==> src/rtl/leglite_fetch_stage.sv <==
// leglite_fetch_stage: instruction-fetch front end for the LEGLite CPU.
// Owns the PC, drives the instruction-memory address and captures the
// returned 16-bit word into an IF/ID holding register with a valid bit.
// Handles sequential fetch, redirect (flush), stall and a terminal HALT state.
//
// Ports:
//   clock          system clock, rising-edge
//   reset          asynchronous active-high reset
//   idata          instruction word from IM for address iaddr (same cycle)
//   iaddr          IM address, always the current PC
//   redirect       load branch_target (bit 0 cleared) into the PC, flush IF/ID
//   branch_target  redirect destination
//   stall          hold PC and IF/ID
//   if_instr       latched instruction for decode
//   if_pc          address if_instr was fetched from
//   if_valid       if_instr is a real instruction
//   halted         stage is in HALT
//   fetch_count    (only with FETCH_COUNT_EN) number of valid captures
//
// Optional feature macro: FETCH_COUNT_EN adds the fetch_count output.
module leglite_fetch_stage #(
    parameter logic [15:0] RESET_PC   = 16'h0000,
    parameter int unsigned PC_STEP    = 2,
    parameter logic [15:0] HALT_INSTR = 16'hFFFF,
    parameter logic [15:0] NOP_INSTR  = 16'h0000
) (
    input  logic        clock,
    input  logic        reset,
    input  logic [15:0] idata,
    output logic [15:0] iaddr,
    input  logic        redirect,
    input  logic [15:0] branch_target,
    input  logic        stall,
    output logic [15:0] if_instr,
    output logic [15:0] if_pc,
    output logic        if_valid,
    output logic        halted
`ifdef FETCH_COUNT_EN
    ,
    output logic [15:0] fetch_count
`endif
);

    localparam int unsigned XLEN = 16;

    typedef enum logic [1:0] {
        BOOT = 2'd0,
        RUN  = 2'd1,
        HALT = 2'd2
    } state_t;

    state_t            state;
    logic [XLEN-1:0]   pc;
    logic [XLEN-1:0]   pc_seq;
    logic [XLEN-1:0]   pc_redirect;

    // IM is combinational: the address is the PC register itself.
    assign iaddr       = pc;
    assign pc_seq      = pc + XLEN'(PC_STEP);
    assign pc_redirect = {branch_target[XLEN-1:1], 1'b0};

    // Single-process FSM; BOOT follows the RUN rules for its first edge.
    always_ff @(posedge clock or posedge reset) begin
        if (reset) begin
            state    <= BOOT;
            pc       <= RESET_PC;
            if_instr <= NOP_INSTR;
            if_pc    <= 16'h0000;
            if_valid <= 1'b0;
            halted   <= 1'b0;
`ifdef FETCH_COUNT_EN
            fetch_count <= 16'h0000;
`endif
        end else begin
            case (state)
                BOOT, RUN: begin
                    if (redirect) begin
                        // Flush: the word fetched this cycle is discarded.
                        pc       <= pc_redirect;
                        if_instr <= NOP_INSTR;
                        if_valid <= 1'b0;
                        state    <= RUN;
                    end else if (!stall) begin
                        pc       <= pc_seq;
                        if_instr <= idata;
                        if_pc    <= pc;
                        if_valid <= 1'b1;
`ifdef FETCH_COUNT_EN
                        fetch_count <= fetch_count + 16'd1;
`endif
                        // The halt word itself is delivered as valid.
                        if (idata == HALT_INSTR) begin
                            state  <= HALT;
                            halted <= 1'b1;
                        end else begin
                            state  <= RUN;
                        end
                    end
                end
                HALT: begin
                    // Terminal until reset: PC frozen, IF/ID drained.
                    if_instr <= NOP_INSTR;
                    if_valid <= 1'b0;
                    halted   <= 1'b1;
                end
                default: begin
                    state    <= BOOT;
                    if_instr <= NOP_INSTR;
                    if_valid <= 1'b0;
                end
            endcase
        end
    end

endmodule
==> config.mk <==
export PLATFORM = sky130hd
export DESIGN_NAME = leglite_fetch_stage
export DESIGN_NICKNAME = d
export VERILOG_FILES = /design/src/rtl/leglite_fetch_stage.sv
export SDC_FILE = /design/constraint.sdc
export NUM_CORES = 1
export LEC_CHECK = 0
export CORE_UTILIZATION = 49
export CTS_BUF_LIST = sky130_fd_sc_hd__clkbuf_8
export DETAILED_ROUTE_END_ITERATION = 12
export PLACE_DENSITY_LB_ADDON = 0.12
export SYNTH_ARGS = -nofsm -noshare
export SYNTH_HDL_FRONTEND = slang
export SYNTH_SLANG_ARGS = --single-unit
==> constraint.sdc <==
create_clock -name clock -period 4.6 [get_ports clock]
set_input_delay 0.92 -clock clock [delete_from_list [all_inputs] [get_ports clock]]
set_output_delay 0.92 -clock clock [all_outputs]
set_load 0.01 [all_outputs]
==> results of run 1 <==
## cells in the final DEF (no fill, tap or decap), types with 2 or more instances in the layout
master           instances
nand2_1                  7
o21ai_0                 12
nand4_1                  7
o22ai_1                  3
and3_1                   2
nand3_1                  7
a22o_1                  16
nor4_2                   2
nor4_1                   2
buf_4                    2
a21oi_1                 11
o22a_1                   2
a311oi_1                 2
inv_2                    2
nor2_1                   7
mux2_2                  13
dfrtp_1                 50
o21a_1                   2
clkdlybuf4s50_1         82
mux2i_1                  3
clkbuf_8                 5
conb_1                   2
inv_1                    8
nor3_1                   5
a2bb2oi_1                2
a31oi_1                  4
## registers in the layout, summed over array words and instances (netlist names)
signal    cells
halted        1
if_valid      1
iaddr        15
if_instr     16
if_pc        15
state         2
## synthesized netlist by cell type (2+ instances only)
library cell,instances
inv_1,7
buf_2,10
o22a_1,2
a2bb2oi_1,2
nand3_1,7
mux2i_1,3
nand2_1,7
a311oi_1,2
a21oi_1,11
o22ai_1,3
and3_1,2
nand4_1,7
o21a_1,2
nor3_1,5
nor4_1,2
dfrtp_1,50
a22o_1,16
nor4_2,2
nor2_1,7
o21ai_0,12
clkbuf_1,3
buf_4,3
mux2_2,13
a31oi_1,4
## layer usage
metal  up-vias  track usage [%]
met1       951            29.95
met2        67            36.43
met5         -                0
li1        916                -
met3         6            6.125
met4         0            4.667
## worst register-to-register path: stages (launching register included)
cell and delay, ns:
dfrtp_1 0.51, ha_1 0.37, nand4_1 0.25, nor4_2 0.34, a31oi_1 0.13, o22a_1 0.20
## worst max path at each step
stage	to	startpoint
after global routing	iaddr[10]$_DFFE_PP0P_	redirect
after global placement	iaddr[3]$_DFFE_PP0P_	redirect
final	iaddr[10]$_DFFE_PP0P_	redirect
after floorplan	halted$_DFFE_PP0P_	reset
after CTS	iaddr[10]$_DFFE_PP0P_	redirect
after detailed placement	iaddr[10]$_DFFE_PP0P_	redirect
## final cells by class
class,count,area [sq um],area share (%)
multi-input cells,131,957.2,29.77
inverters,8,30.03,0.9339
flip-flops and latches,50,1251,38.91
repair buffers,84,835.8,25.99
clock buffers,5,68.82,2.140
clock inverters,2,7.507,0.2335
well taps,52,65.06,2.023
## where the power goes
| part | switching (mW) | internal (mW) | leakage [nW] |
|---|---|---|---|
| registers | 0.0564 | 0.495 | 0.607 |
| clock network | 0.139 | 0.101 | 0.0466 |
| logic | 0.115 | 0.174 | 0.666 |
## metrics by stage
stage / setup slack [ns] / power, mW
3_3_place_gp: 1.139 / 0.8441
4_1_cts: 1.409 / 1.087
2_1_floorplan: 2.479 / 0.6825
3_5_place_dp: 1.093 / 0.8510
5_1_grt: 1.125 / 1.133
6_report: 1.377 / 1.080
## logic make-up after synthesis
family	after synthesis	share of synthesized area (%)
other	1	0.1615
adders and majority gates	1	0.5387
DFF	50	53.88
muxes	17	8.082
buffers and inverters	25	5.065
and+or+nand+nor	46	12.28
AOI/OAI and AO/OA	65	19.99
==> reports/results.txt, run 1 <==
Hold WC Path Type - flop to flop
Cell Area, Placed - 3139 sq um
FP Rows - 24
DRT Pass-1 Iters - 7
FMAX - 310.3 MHz
Routed WL - 5260 um
mean post-synth cell area - 11.33 sq um
initial DRC count - 168
arrival time worst endpoint - 3.46 ns
r2r startpoint - iaddr[1]$_DFFE_PP0P_
max incr delay on CP - 0.85 ns
endpoints failing setup - 0
Total Negative Setup Slacks - 0 ns
initial cell density of the core - 52.25%
post-synth top area cell - dfrtp_1
Hold Crit Depth - 1
worst path cell trace - clkdlybuf4s50_1 -> inv_1 -> a21oi_1 -> o21ai_0 -> a2bb2oi_1
largest net degree at the start of global routing - 51
clk sink count - 50
Hold-fix buffers, CTS - 0
Overflow after GRT - 0
Placed Cells - 325
Ys Warns - 0
Tmin final - 3.223 ns
CTS root buffer - clkbuf_8
Setup CP Type - input pin to flop
Core Box Area - 4444 sq um
#FFs+latches synth - 50
Via density - 5.843
Async S/R FF share, synth - 100.0%
final core occ - 72.35%
Remaining DRCs - 0
Worst Tran Pin Value - 1.007 ns
outcome - completed
Top Metal Used - met4
diode count - 0
Layout area overhead - 38.47%
Startpoint Class - input pin
max cap viols - 0
CTS buffer count - 5
Worst R2R Setup Slack - 2.69 ns
number of synthesized flops with an enable pin - 0
family with the most delay on the worst path - compound AO/OA/AOI/OAI gates
Synth Flop Type - dfrtp_1
Die Ht - 70.84 um
R2R depth - 5
WP data required - 4.83 ns
I/O Buffers - 82
WP buf/inv - 2
antenna violations before repair - 0
Netlist cell types - 47
Worst Min Path Start - if_pc[3]$_DFFE_PP0P_
IR drop worst, VDD - 0.1707 mV
WHS - 0.4891 ns
period utilization - 70.06%
CTS resizes - 0
Crit Path Max Fanout - 15
DPL Wire Length - 3564 um
CTS tree - done
total number of vias - 1940
Post-CTS Setup Inserts - 0
post-route antenna net violation count - 0
Hold Violations, Final - 0
I/O Pins - 86
FILL cells - 326
Post-Syn Area - 2322 sq um
placer congestion estimate - 0.8044
worst hold endpoint - if_pc[3]$_DFFE_PP0P_
H-tree depth - 2
worst skew pair latency - 0.31 ns
FF-to-FF End - iaddr[15]$_DFFE_PP0P_
Worst Skew - 0.01588 ns
WL met3 - 296 um
Layout Cells excl Fill - 332
Slew Limit Fails - 0
Met1 Wirelength - 2439 um
RSZ-0062 raised after global routing - false
synthesized instance count - 205
leakage power - 1.320 nW
share of the synthesized area in the top cell type - 53.88%
Seq/Total Area, Yosys - 53.88%
die area - 5018 sq um
Max Root-Sink Buffers - 2
Pwr Density - 335.8 nW/um^2
number of global-route vias before repair - 1880
GR Util All Layers - 22.24%
first-pass GRT wire length - 8700 um
met2 wire length - 2486 um
final instance area - 3216 sq um
die width - 70.84 um
Avg WL per Cell - 15.84 um
Final Net Count - 317
dominant cells by area after synthesis - dfrtp_1 (54%), mux2_2 (6.3%), a22o_1 (6.0%), o21ai_0 (2.6%), a21oi_1 (2.4%)
CTS clk-pin slew, worst paths - 0.09 ns
Critical Path End Type - flop
Levels on crit path - 5
max_slew headroom - 32.80%
share of post-route cells with drive strength above 1 - 10.71%
Crit-path slowest cell - a21oi_1
No activity file was read; power rests on OpenSTA's default activity.
==> run 2, diff against run 1 <==
--- a/config.mk
+++ b/config.mk
@@ -5,7 +5,7 @@
 export SDC_FILE = /design/constraint.sdc
 export NUM_CORES = 1
 export LEC_CHECK = 0
-export CORE_UTILIZATION = 49
+export CORE_UTILIZATION = 41
 export CTS_BUF_LIST = sky130_fd_sc_hd__clkbuf_8
 export DETAILED_ROUTE_END_ITERATION = 12
 export PLACE_DENSITY_LB_ADDON = 0.12
==> constraint.sdc (replaced) <==
create_clock -name clock -period 2.6 [get_ports clock]
set_input_delay 0.52 -clock clock [delete_from_list [all_inputs] [get_ports clock]]
set_output_delay 0.52 -clock clock [all_outputs]
set_load 0.01 [all_outputs]
==> run 2 against run 1 <==
  * Global-route usage down 2.1 points
  * Register-to-register slack got worse by 2.0 ns
  * Utilization is 12 points lower
  * Final cell count grew 7.8%
  * Sequential cell count unchanged
  * Power is 89% higher
  * First-iteration DRC count is 29% lower
  * Critical endpoint is now iaddr[3]
  * Highest routed layer unchanged
  * Worst hold slack got worse by 0.0069 ns
  * Sequential power increased by 77%
  * Wire length increased by 6.8%
==> reports/results.txt, run 2 (synthesis gave the netlist of run 1 again) <==
outcome - completed
Worst Tran Pin Value - 0.6026 ns (-0.4039 ns)
Hold Crit Depth - 1 (unchanged)
final core occ - 60.72% (-12 points)
GR Util All Layers - 20.18% (-2.1 points)
Most flops, register - if_instr
H-tree depth - 2 (unchanged)
Worst Skew - 0.004829 ns (-0.01105 ns)
endpoints failing setup - 0 (unchanged)
CTS buffer count - 5 (unchanged)
Pwr Density - 613.8 nW/um^2 (+83%)
Critical Path End Type - output port
max incr delay on CP - 0.61 ns (-0.24 ns)
Worst Min Path Start - state[0]$_DFFE_PP0P_
FP Rows - 27 (+13%)
largest net degree at the start of global routing - 29 (-43%)
most frequent cells in the layout - clkdlybuf4s50_1 (82), dfrtp_1 (50), a22o_1 (16), mux2_2 (13), o21ai_0 (12)
r2r startpoint - iaddr[2]$_DFFE_PP0P_
Worst R2R Setup Slack - 0.72 ns (-1.97 ns)
WP data required - 2.08 ns (-2.75 ns)
Core Box Area - 5473 sq um (+23%)
area of the multi-input gates - 957.2 sq um (unchanged)
I/O Pins - 86 (unchanged)
clk sink count - 50 (unchanged)
R2R depth - 5 (unchanged)
share of post-route cells with drive strength above 1 - 13.29% (+2.6 points)
diode count - 0 (unchanged)
initial cell density of the core - 42.43% (-9.8 points)
max_slew headroom - 59.83% (+27 points)
IR drop worst, VDD - 0.3472 mV (+100%)
Crit Path Max Fanout - 11 (-4)
origin of the worst setup path - iaddr[3]$_DFFE_PP0P_
Avg WL per Cell - 15.70 um (-0.93%)
Tmin final - 1.997 ns
worst hold endpoint - state[1]$_DFFE_PP0P_
Routed WL - 5619 um (+6.8%)
Setup CP Type - flop to output port
Overflow after GRT - 0 (unchanged)
family with the most delay on the worst path - buffers and inverters
period utilization - 76.83%
arrival time worst endpoint - 1.48 ns (-1.98 ns)
FILL cells - 464 (+42%)
Final Net Count - 322 (+1.6%)
Worst Slack Setup Final - 0.6025 ns (-0.7746 ns)
antenna violations before repair - 0 (unchanged)
CTS clk-pin slew, worst paths - 0.09 ns (about the same)
CTS tree - done
Startpoint Class - flop
max cap viols - 0 (unchanged)
die area - 5969 sq um (+19%)
Setup WS pre-CTS - 0.3372 ns (-0.7553 ns)
post-route antenna net violation count - 0 (unchanged)
worst skew pair latency - 0.30 ns (about the same)
FF-to-FF End - iaddr[15]$_DFFE_PP0P_
I/O Buffers - 82 (unchanged)
placer congestion estimate - 0.7489 (-6.9%)
Hold Violations, Final - 0 (unchanged)
Die Ht - 77.26 um (+9.1%)
CTS resizes - 0 (unchanged)
leading cell type in the layout, fill and taps excluded - clkdlybuf4s50_1
Layout area overhead - 43.10%
first-pass GRT wire length - 9522 um (+9.4%)
worst path cell trace - clkdlybuf4s50_1
Via density - 5.503 (-5.8%)
Hold-fix buffers, CTS - 0 (unchanged)
WP buf/inv - 1 (-1)
number of global-route vias before repair - 1885 (+0.27%)
leakage power - 1.360 nW (+3.0%)
WHS - 0.4822 ns (-0.006909 ns)
Total Negative Setup Slacks - 0 ns (unchanged)
RSZ-0062 raised after global routing - false
Remaining DRCs - 0 (unchanged)
Register Area - 1251 sq um (unchanged)
CTS root buffer - clkbuf_8
Crit-path slowest cell - clkdlybuf4s50_1
FMAX - 500.6 MHz
die width - 77.26 um (+9.1%)
max reg flops - 16 (unchanged)
initial DRC count - 120 (-29%)
Slew Limit Fails - 0 (unchanged)
DRT Pass-1 Iters - 4 (-3)
Max Root-Sink Buffers - 2 (unchanged)
overall power - 2.040 mW (+89%)
Hold WC Path Type - flop to flop
Post-CTS Setup Inserts - 0 (unchanged)
total number of vias - 1970 (+1.5%)
DPL Wire Length - 3893 um (+9.2%)
run 2: changes by cell type in the layout (fill, tap and decap cells not counted), sizes merged:
cell and delta:
buf +5, clkinv +2, inv -2, bufinv +1
run 2: power breakdown:
part / switching [mW] / internal [mW]
Combinational: 0.209 / 0.316
Sequential: 0.0971 / 0.876
Clock: 0.258 / 0.284
run 2: worst reg2reg max path: cells and delay by family, from the launching register on:
family                   cells  cell delay, ns
flip-flops                   1            0.49
AO/OA/AOI/OAI                2            0.31
AND/OR/NAND/NOR              2            0.60
adder cells (fa/ha/maj)      1            0.37
run 2: through the flow:
stage / area, sq um / cells
5_1_grt: 3323 / 358
6_report: 3323 / 358
4_1_cts: 3323 / 358
3_3_place_gp: 3214 / 350
2_1_floorplan: 2326 / 206
3_5_place_dp: 3214 / 350
run 2: worst max-delay path by stage:
stage | end | slack, ns | cells past startpoint
after floorplan | halted$_DFFE_PP0P_ | 0.88 | 1
after global placement | if_instr[12]$_DFFE_PP0P_ | 0.35 | 4
after detailed placement | if_instr[11]$_DFFE_PP0P_ | 0.34 | 4
after CTS | iaddr[3] | 0.59 | 1
after global routing | if_instr[12]$_DFFE_PP0P_ | 0.50 | 4
final | iaddr[3] | 0.60 | 1
run 2: layer usage:
layer	GRT usage [%]	up-vias	wire length [um]
met3	3.929	7	305
li1	-	926	-
met4	7.170	0	64
met2	28.76	66	2563
met5	0	-	0
met1	30.25	971	2686
run 2: layout make-up:
type                       instances  area share (%)
clock buffer                       5           2.071
timing repair buffer              89           26.66
sequential                        50           37.65
tap                               72           2.711
multi-input combinational        131           28.80
inverter                           8          0.9036
clock inverter                     3           1.205
